<file path="src/rtl/mem_port_arbiter.sv">
// Two-port memory arbiter: the downscaler core and the host loader share one
// single-cycle memory port. Grants are combinational. A burst limit keeps either
// side from starving the other, and the host can take exclusive ownership with a lock.
module mem_port_arbiter #(
  parameter int MAX_BURST = 8,
  parameter int ADDR_W    = 16,
  parameter int DATA_W    = 32
) (
  input  logic                clk,
  input  logic                rst,
  input  logic                i_core_req,
  input  logic                i_core_we,
  input  logic [ADDR_W-1:0]   i_core_addr,
  input  logic [DATA_W/8-1:0] i_core_be,
  input  logic [DATA_W-1:0]   i_core_wdata,
  output logic                o_core_gnt,
  output logic                o_core_rvalid,
  output logic [DATA_W-1:0]   o_core_rdata,
  input  logic                i_host_req,
  input  logic                i_host_we,
  input  logic [ADDR_W-1:0]   i_host_addr,
  input  logic [DATA_W/8-1:0] i_host_be,
  input  logic [DATA_W-1:0]   i_host_wdata,
  input  logic                i_host_lock,
  output logic                o_host_gnt,
  output logic                o_host_rvalid,
  output logic [DATA_W-1:0]   o_host_rdata,
  output logic [ADDR_W-1:0]   o_mem_addr,
  output logic                o_mem_we,
  output logic [DATA_W/8-1:0] o_mem_byte_en,
  output logic [DATA_W-1:0]   o_mem_wdata,
  input  logic [DATA_W-1:0]   i_mem_rdata,
  output logic [1:0]          o_owner,
  output logic [15:0]         o_conflict_cnt
);

  localparam int CNT_W = (MAX_BURST > 2) ? $clog2(MAX_BURST) : 1;
  localparam logic [CNT_W-1:0] BURST_TOP = CNT_W'(MAX_BURST - 1);

  typedef enum logic [1:0] {IDLE = 2'b00, CORE = 2'b01, HOST = 2'b10} owner_e;

  owner_e           state_q, state_d;
  logic [CNT_W-1:0] burst_q, burst_d;
  logic             rr_last_q;          // 1 = host was served most recently
  logic             core_rv_q, host_rv_q;
  logic [15:0]      conflict_q;
  logic             core_gnt, host_gnt, refused;

  // Grant selection: lock, then sole requester, then burst/owner, then round-robin from IDLE
  always_comb begin
    core_gnt = 1'b0;
    host_gnt = 1'b0;
    if (!rst) begin
      if (i_host_lock && i_host_req)    host_gnt = 1'b1;
      else if (i_core_req && !i_host_req) core_gnt = 1'b1;
      else if (i_host_req && !i_core_req) host_gnt = 1'b1;
      else if (i_core_req && i_host_req) begin
        case (state_q)
          CORE:    if (burst_q < BURST_TOP) core_gnt = 1'b1; else host_gnt = 1'b1;
          HOST:    if (burst_q < BURST_TOP) host_gnt = 1'b1; else core_gnt = 1'b1;
          default: if (rr_last_q) core_gnt = 1'b1; else host_gnt = 1'b1;
        endcase
      end
    end
  end

  // Next owner and burst length: count only repeat grants to the same side
  always_comb begin
    state_d = IDLE;
    burst_d = '0;
    if (core_gnt) state_d = CORE;
    else if (host_gnt) state_d = HOST;
    if ((core_gnt && state_q == CORE) || (host_gnt && state_q == HOST))
      burst_d = (burst_q == BURST_TOP) ? burst_q : burst_q + 1'b1;
  end

  assign refused = (i_core_req && !core_gnt) || (i_host_req && !host_gnt);

  // Owner FSM, round-robin memory, read-response tags and refusal counter
  always_ff @(posedge clk) begin
    if (rst) begin
      state_q    <= IDLE;
      burst_q    <= '0;
      rr_last_q  <= 1'b1;
      core_rv_q  <= 1'b0;
      host_rv_q  <= 1'b0;
      conflict_q <= '0;
    end else begin
      state_q   <= state_d;
      burst_q   <= burst_d;
      if (core_gnt)      rr_last_q <= 1'b0;
      else if (host_gnt) rr_last_q <= 1'b1;
      core_rv_q <= core_gnt && !i_core_we;
      host_rv_q <= host_gnt && !i_host_we;
      if (refused && conflict_q != 16'hFFFF) conflict_q <= conflict_q + 16'd1;
    end
  end

  // Shared memory port follows the granted side; idle drives zeros
  always_comb begin
    o_mem_addr    = '0;
    o_mem_we      = 1'b0;
    o_mem_byte_en = '0;
    o_mem_wdata   = '0;
    if (core_gnt) begin
      o_mem_addr    = i_core_addr;
      o_mem_we      = i_core_we;
      o_mem_byte_en = i_core_be;
      o_mem_wdata   = i_core_wdata;
    end else if (host_gnt) begin
      o_mem_addr    = i_host_addr;
      o_mem_we      = i_host_we;
      o_mem_byte_en = i_host_be;
      o_mem_wdata   = i_host_wdata;
    end
  end

  // Reset is visible in the same cycle it is asserted, so a response in flight
  // when rst rises is dropped rather than leaking out.
  assign o_core_gnt     = core_gnt;
  assign o_host_gnt     = host_gnt;
  assign o_core_rvalid  = core_rv_q && !rst;
  assign o_host_rvalid  = host_rv_q && !rst;
  assign o_core_rdata   = rst ? '0 : i_mem_rdata;
  assign o_host_rdata   = rst ? '0 : i_mem_rdata;
  assign o_owner        = rst ? IDLE : state_q;
  assign o_conflict_cnt = rst ? 16'd0 : conflict_q;

endmodule

</file>
<file path="config.mk">
export PLATFORM = sky130hd
export DESIGN_NAME = mem_port_arbiter
export DESIGN_NICKNAME = d
export VERILOG_FILES = /design/src/rtl/mem_port_arbiter.sv
export SDC_FILE = /design/constraint.sdc
export NUM_CORES = 1
export LEC_CHECK = 0
export CAP_MARGIN = 30
export CELL_PAD_IN_SITES_DETAIL_PLACEMENT = 0
export CELL_PAD_IN_SITES_GLOBAL_PLACEMENT = 1
export CORE_AREA = 2 2 122 124
export CTS_CLUSTER_SIZE = 16
export DETAILED_ROUTE_END_ITERATION = 8
export DIE_AREA = 0 0 124 126
export PLACE_DENSITY = 0.92
export SYNTH_ARGS = -nofsm -noshare
export SYNTH_HDL_FRONTEND = slang
export SYNTH_SLANG_ARGS = --single-unit
</file>
<file path="constraint.sdc">
create_clock -name clk -period 3 [get_ports clk]
set_input_delay 0.6 -clock clk [delete_from_list [all_inputs] [get_ports clk]]
set_output_delay 0.6 -clock clk [all_outputs]
set_load 0.01 [all_outputs]
</file>
Word level (Yosys, flattened, before mapping)
Index checks and enable logic that the tools add are counted.
{"block": "op_classes", "n_addsub": 2, "n_lt_le_gt_ge": 1, "n_eq_ne": 4, "n_mux": 31, "bitwise_logic": 1, "reduce_logical": 25}
{"cell": "$mux W32", "count": 3}
{"cell": "$mux W16", "count": 3}
{"cell": "$mux W1", "count": 19}
{"cell": "$add A16 B1 Y16 const B", "count": 1}
{"cell": "$ne A16 B16 Y1 const B", "count": 1}
{"cell": "$logic_and A1 B1 Y1", "count": 13}
{"cell": "$mux W4", "count": 2}
{"cell": "$logic_not A1 Y1", "count": 7}
{"cell": "$mux W2", "count": 2}
{"cell": "$pmux W1 S2", "count": 2}
{"cell": "$reduce_or A2 Y1", "count": 2}
{"cell": "$add A3 B1 Y3 const B", "count": 1}
{"cell": "$eq A3 B3 Y1 const B", "count": 1}
{"cell": "$lt A3 B3 Y1 const B", "count": 1}
{"cell": "$eq A2 B1 Y1 const B", "count": 1}
{"cell": "$eq A2 B2 Y1 const B", "count": 1}
{"cell": "$logic_or A1 B1 Y1", "count": 2}
{"cell": "$reduce_bool A2 Y1", "count": 1}
{"cell": "$not A1 Y1", "count": 1}
{"block": "word_totals", "regBits": 24, "out_inout_bits": 139, "wordCells": 71}

Logic depth before layout (Yosys ltp)
{"block": "logic_depth", "word_depth": 12, "depth_mapped": 10, "mapped_depth_nobuf": 8}

Worst setup path before layout
No wires, ideal clock.
{"block": "synth_timing", "path_kind": "register to output", "startpoint": "register state_q[0]", "endpoint": "output port o_mem_addr[0]", "arrival_time_ns": 1.976, "slack_ns": 0.424, "path_stages_with_launch": 11, "path_buffers": 2, "path_cell_list": "dfxtp_1 -> inv_1 -> ha_1 -> nor4b_1 -> mux2_4 -> or2_4 -> nor2_4 -> and2_1 -> buf_6 -> buf_6 -> a22o_1"}
{"block": "synth_via", "elab_chain_cells": 9}
{"element": "from (decl)", "line_no": "42", "text": "owner_e state_q, state_d;"}
{"element": "from (signal assigned)", "line_no": "89", "text": "state_q <= state_d;"}
{"element": "$eq A2 B2 Y1 or $eq A2 B1 Y1 (tied branches)", "line_no": "58", "text": "case (state_q)"}
{"element": "$pmux W1 S2 *", "line_no": "58"}
{"element": "$mux W1 *", "line_no": "57", "text": "else if (i_core_req && i_host_req) begin"}
{"element": "$mux W1 *", "line_no": "56", "text": "else if (i_host_req && !i_core_req) host_gnt = 1'b1;"}
{"element": "$mux W1 *", "line_no": "55", "text": "else if (i_core_req && !i_host_req) core_gnt = 1'b1;"}
{"element": "$mux W1 *", "line_no": "54", "text": "if (i_host_lock && i_host_req) host_gnt = 1'b1;"}
{"element": "$mux W1 *", "line_no": "53", "text": "if (!rst) begin"}
{"element": "named net o_host_gnt", "line_no": "25", "text": "output logic o_host_gnt,"}
{"element": "$mux W16 *", "line_no": "110", "text": "end else if (host_gnt) begin"}
{"element": "$mux W16 *", "line_no": "105", "text": "if (core_gnt) begin"}
{"element": "to (decl)", "line_no": "28", "text": "output logic [ADDR_W-1:0] o_mem_addr,"}
Mark *: on every way through the listed nets, which the timed path passes. The rest lies on a longest branch.

Worst setup path in the final report
{"block": "layout_timing", "startpoint": "register state_q[0]", "endpoint": "output port o_mem_byte_en[3]"}
{"block": "layout_via", "elab_chain_cells": 9}
{"element": "$eq A2 B2 Y1 or $eq A2 B1 Y1 (tied branches)", "line_no": "58"}
{"element": "$pmux W1 S2", "line_no": "58"}
{"element": "$mux W1", "line_no": "57"}
{"element": "$mux W1", "line_no": "56"}
{"element": "$mux W1", "line_no": "55"}
{"element": "$mux W1", "line_no": "54"}
{"element": "$mux W1", "line_no": "53"}
{"element": "$mux W4", "line_no": "110"}
{"element": "$mux W4 *", "line_no": "105"}
{"element": "to (decl)", "line_no": "30", "text": "output logic [DATA_W/8-1:0] o_mem_byte_en,"}
Mark *: on every way between the ends. The rest lies on a longest branch, timed or not.

==> impl_metrics.py <==
metrics = {
    "run_status": {
        "run_status": "complete, no violations",
    },
    "clock_tree": {
        "cts_tree": "yes",
        "insertion_delay_ns": 0.26,
        "clock_tree.htree_level_count": 1,
        "ctsLongestPathBuffers": 2,
        "clock_tree.root_cell": "clkbuf_16",
        "cts_num_sinks": 24,
        "path_clk_slew_ns": 0.07,
        "number_of_buffers_inserted_during_clock_tree_synthesis": 3,
    },
    "routing": {
        "postRouteWirelength_um": 12200,
        "drt_first_pass_iters": 4,
        "avgViaCountPerCell": 4.38,
        "drt.antenna.violating_nets": 0,
        "drt-initial-drc-count": 93,
        "average_detailed_routed_wire_length_per_instance_um": 16.3,
        "remaining_drc_errors": 0,
        "num_vias": 3278,
    },
    "synthesis": {
        "synth_top_cell_area_share_pct": 20.0,
        "async_reset_ff_share_pct": 0,
        "synth_seq_cells": 24,
        "synth_common_cells": "53 x a22o_1, 52 x nor2b_1, 32 x buf_4, 24 x dfxtp_1, 18 x nor2_1",
        "syn_avg_cell_area_um2": 8.32,
        "synth_most_common_cell": "a22o_1",
        "synthesized_netlist_cell_count": 289,
        "synth_top_flop_cell": "dfxtp_1",
        "synthesis.nets": 437,
        "yosysWarningCount": 0,
        "ys_seq_area_share_pct": 20.0,
        "synth.lib_cells_used.distinct": 40,
        "count_of_flip_flops_with_a_built_in_enable_after_synthesis": 0,
        "synth.cell_area_um2": 2400,
        "synthDominantAreaCellType": "dfxtp_1",
        "yosys-top-cells-area": "dfxtp_1 20%, a22o_1 19%, nor2b_1 14%",
    },
    "setup_path": {
        "cpPeakStageDelay_ns": 0.33,
        "required_time_of_the_critical_path_ns": 2.40,
        "r2r.worst_path.cells": 12,
        "crit_arrival_ns": 2.37,
        "regToRegSetupSlack_ns": 0.36,
        "crit_path_top_delay_cell": "dfxtp_2",
        "cp_cell_sequence": "inv_2 -> ha_4 -> nor4b_2 -> mux2_4 -> or2_4 -> nor2_4 -> and2_4 -> buf_4 -> buf_12 -> a22o_1 -> buf_6",
        "critical_path_source_type": "flip-flop",
        "regToRegStartpoint": "state_q[0]",
        "worst_path_dominant_cell_family": "simple AND/OR/NAND/NOR gates",
        "critical_path_start_end_classification": "flip-flop to output port",
        "reg2reg_to": "conflict_q[11]",
        "critical_path.max_fanout": 8,
        "critical_path.endpoint_type": "output port",
        "crit_buf_inv": 4,
    },
    "global_routing": {
        "number_of_global_route_vias_before_repair": 3164,
        "antenna_found_initial": 0,
        "grt_first_pass_wirelength_um": 17200,
        "gr-total-overflow": 0,
        "gr-usage-all-layers_pct": 14.2,
        "grt_max_degree": 60,
    },
    "sta": {
        "finalClockSkew_ns": 0.00314,
        "finalWorstPathRequiredPeriod_ns": 2.97,
        "worst_slew_margin_rel_pct": 73.4,
        "worst_hold_slack_ns": 0.550,
        "fin_ws_ns": 0.0325,
        "maximum_achievable_frequency_mhz": 337,
        "timing.final.hold_violations": 0,
        "slew_violations": 0,
        "slew_at_the_pin_with_the_worst_max_slew_slack_ns": 0.399,
        "rsz0062_at_grt": "true",
        "final-setup-viol-count": 0,
        "period_share_pct": 98.9,
    },
    "job": {
        "max_cap_violations": 0,
    },
    "floorplanning": {
        "placement_rows": 44,
        "initial_utilization_pct": 16.8,
        "die_span_in_x_um": 124,
        "dieHeight_um": 126,
        "fp.coreArea_um2": 14300,
        "die-area_um2": 15600,
        "io_pins": 282,
    },
    "power_and_ir_drop": {
        "leakage_nw": 2.31,
        "power_density_over_cell_area_nw_per_um2": 249,
        "vdd.ir_drop.worst_v": 0.000163,
    },
    "min_path": {
        "worst_hold_startpoint": "conflict_q[13]",
        "min_delay_worst_endpoint": "conflict_q[13]",
        "hold_class": "flip-flop to flip-flop",
        "min_delay_path_depth": 2,
    },
    "placement": {
        "worst_setup_slack_post_dpl_ns": -0.552,
        "gp_congestion": 0.848,
        "place_area_um2": 5270,
        "place_inst": 722,
        "placement.io_buffers": 281,
        "dp_hpwl_um": 9900,
    },
    "layout": {
        "antenna_cells_inserted": 0,
        "utilization_pct": 39.0,
        "layout.cells.non_filler": 748,
        "filler_cell_count": 1441,
        "design.final.nets": 713,
        "final_area_um2": 5580,
        "layout_overhead_on_the_synthesized_area_pct": 132,
        "drive_above_1_share_pct": 22.5,
    },
}
-- stage by stage --
stage	setup TNS (ns)	power (mW)
final	0	1.39
after global routing	-1.02	1.45
after CTS	-0.000727	1.36
after detailed placement	-26.94	1.03
after global placement	-24.68	1.02
after floorplan	0	0.604
-- how the worst max path moves through the flow --
stage	start	end	cells past startpoint
6_report	state_q[0]	o_mem_byte_en[3]	11
5_1_grt	state_q[0]	o_mem_addr[10]	11
4_1_cts	i_core_req	o_mem_byte_en[3]	10
3_5_place_dp	i_core_req	o_mem_addr[6]	9
3_3_place_gp	i_core_req	o_mem_byte_en[0]	9
2_1_floorplan	state_q[0]	o_mem_addr[0]	10
-- final cells by class --
cell class,instances,area [um2],share of cell area (%)
inverters,6,22.5,0.404
well taps,184,230,4.13
clock buffers,4,88.8,1.59
repair buffers,323,3150,56.6
multi-input cells,207,1600,28.7
flip-flops and latches,24,483,8.66
-- flip-flops by register name, indices dropped and copies added (netlist names) --
register	cells
rr_last_q	1
state_q	2
core_rv_q	1
host_rv_q	1
burst_q	3
conflict_q	16
-- timing repair --
item,CTS,global route
setup buffers,8,10
cloned,3,4
setup endpoints to repair,55,54
resized for setup,169,77
hold buffers,0,0
pin swaps,4,14
-- layout by cell type, fill, tap and decap left out, types with 3 or more instances in the layout --
| master | count |
|---|---|
| o21ai_0 | 4 |
| dfxtp_1 | 22 |
| inv_1 | 5 |
| nand2_1 | 8 |
| xnor2_1 | 4 |
| a21oi_1 | 4 |
| mux2_2 | 4 |
| clkbuf_16 | 7 |
| and2_1 | 3 |
| ha_1 | 3 |
| nand3_1 | 7 |
| dlygate4sd2_1 | 3 |
| buf_12 | 10 |
| buf_6 | 13 |
| nor2_1 | 17 |
| nand4_1 | 4 |
| nor2b_1 | 52 |
| clkdlybuf4s50_1 | 223 |
| buf_2 | 25 |
| and3_1 | 5 |
| clkbuf_2 | 10 |
| mux2_1 | 9 |
| buf_4 | 32 |
| a22o_1 | 53 |
-- power breakdown --
part | internal, mW | switching (mW) | total [mW]
combinational | 0.456 | 0.268 | 0.724
sequential | 0.328 | 0.0103 | 0.339
clock | 0.204 | 0.120 | 0.324
-- worst register-to-register path, cell delays in order, from the launching register on --
cell and delay, ns:
dfxtp_2 0.33, inv_2 0.05, ha_4 0.25, buf_4 0.14, nor3b_2 0.14, mux2i_1 0.12, buf_4 0.15, buf_4 0.12
buf_4 0.12, a31o_4 0.26, a211oi_2 0.31, and3_1 0.21, mux2_1 0.32
-- cell families after synthesis --
logic type               after synthesis  synth area share, %
XOR/XNOR                               4                 1.46
multiplexers                          15                 7.13
adder cells (fa/ha/maj)                5                 2.60
AO/OA/AOI/OAI                         69                 24.8
buffers and inverters                 58                 16.3
flip-flops                            24                 20.0
AND/OR/NAND/NOR                      114                 27.7
-- routing by layer --
metal  share of wire, %  track usage (%)
met1                 35             14.5
met2                 55             29.2
met3                9.1             2.67
met4               0.91             2.45
met5                  0                0
Power figures use the tool's default switching activity.
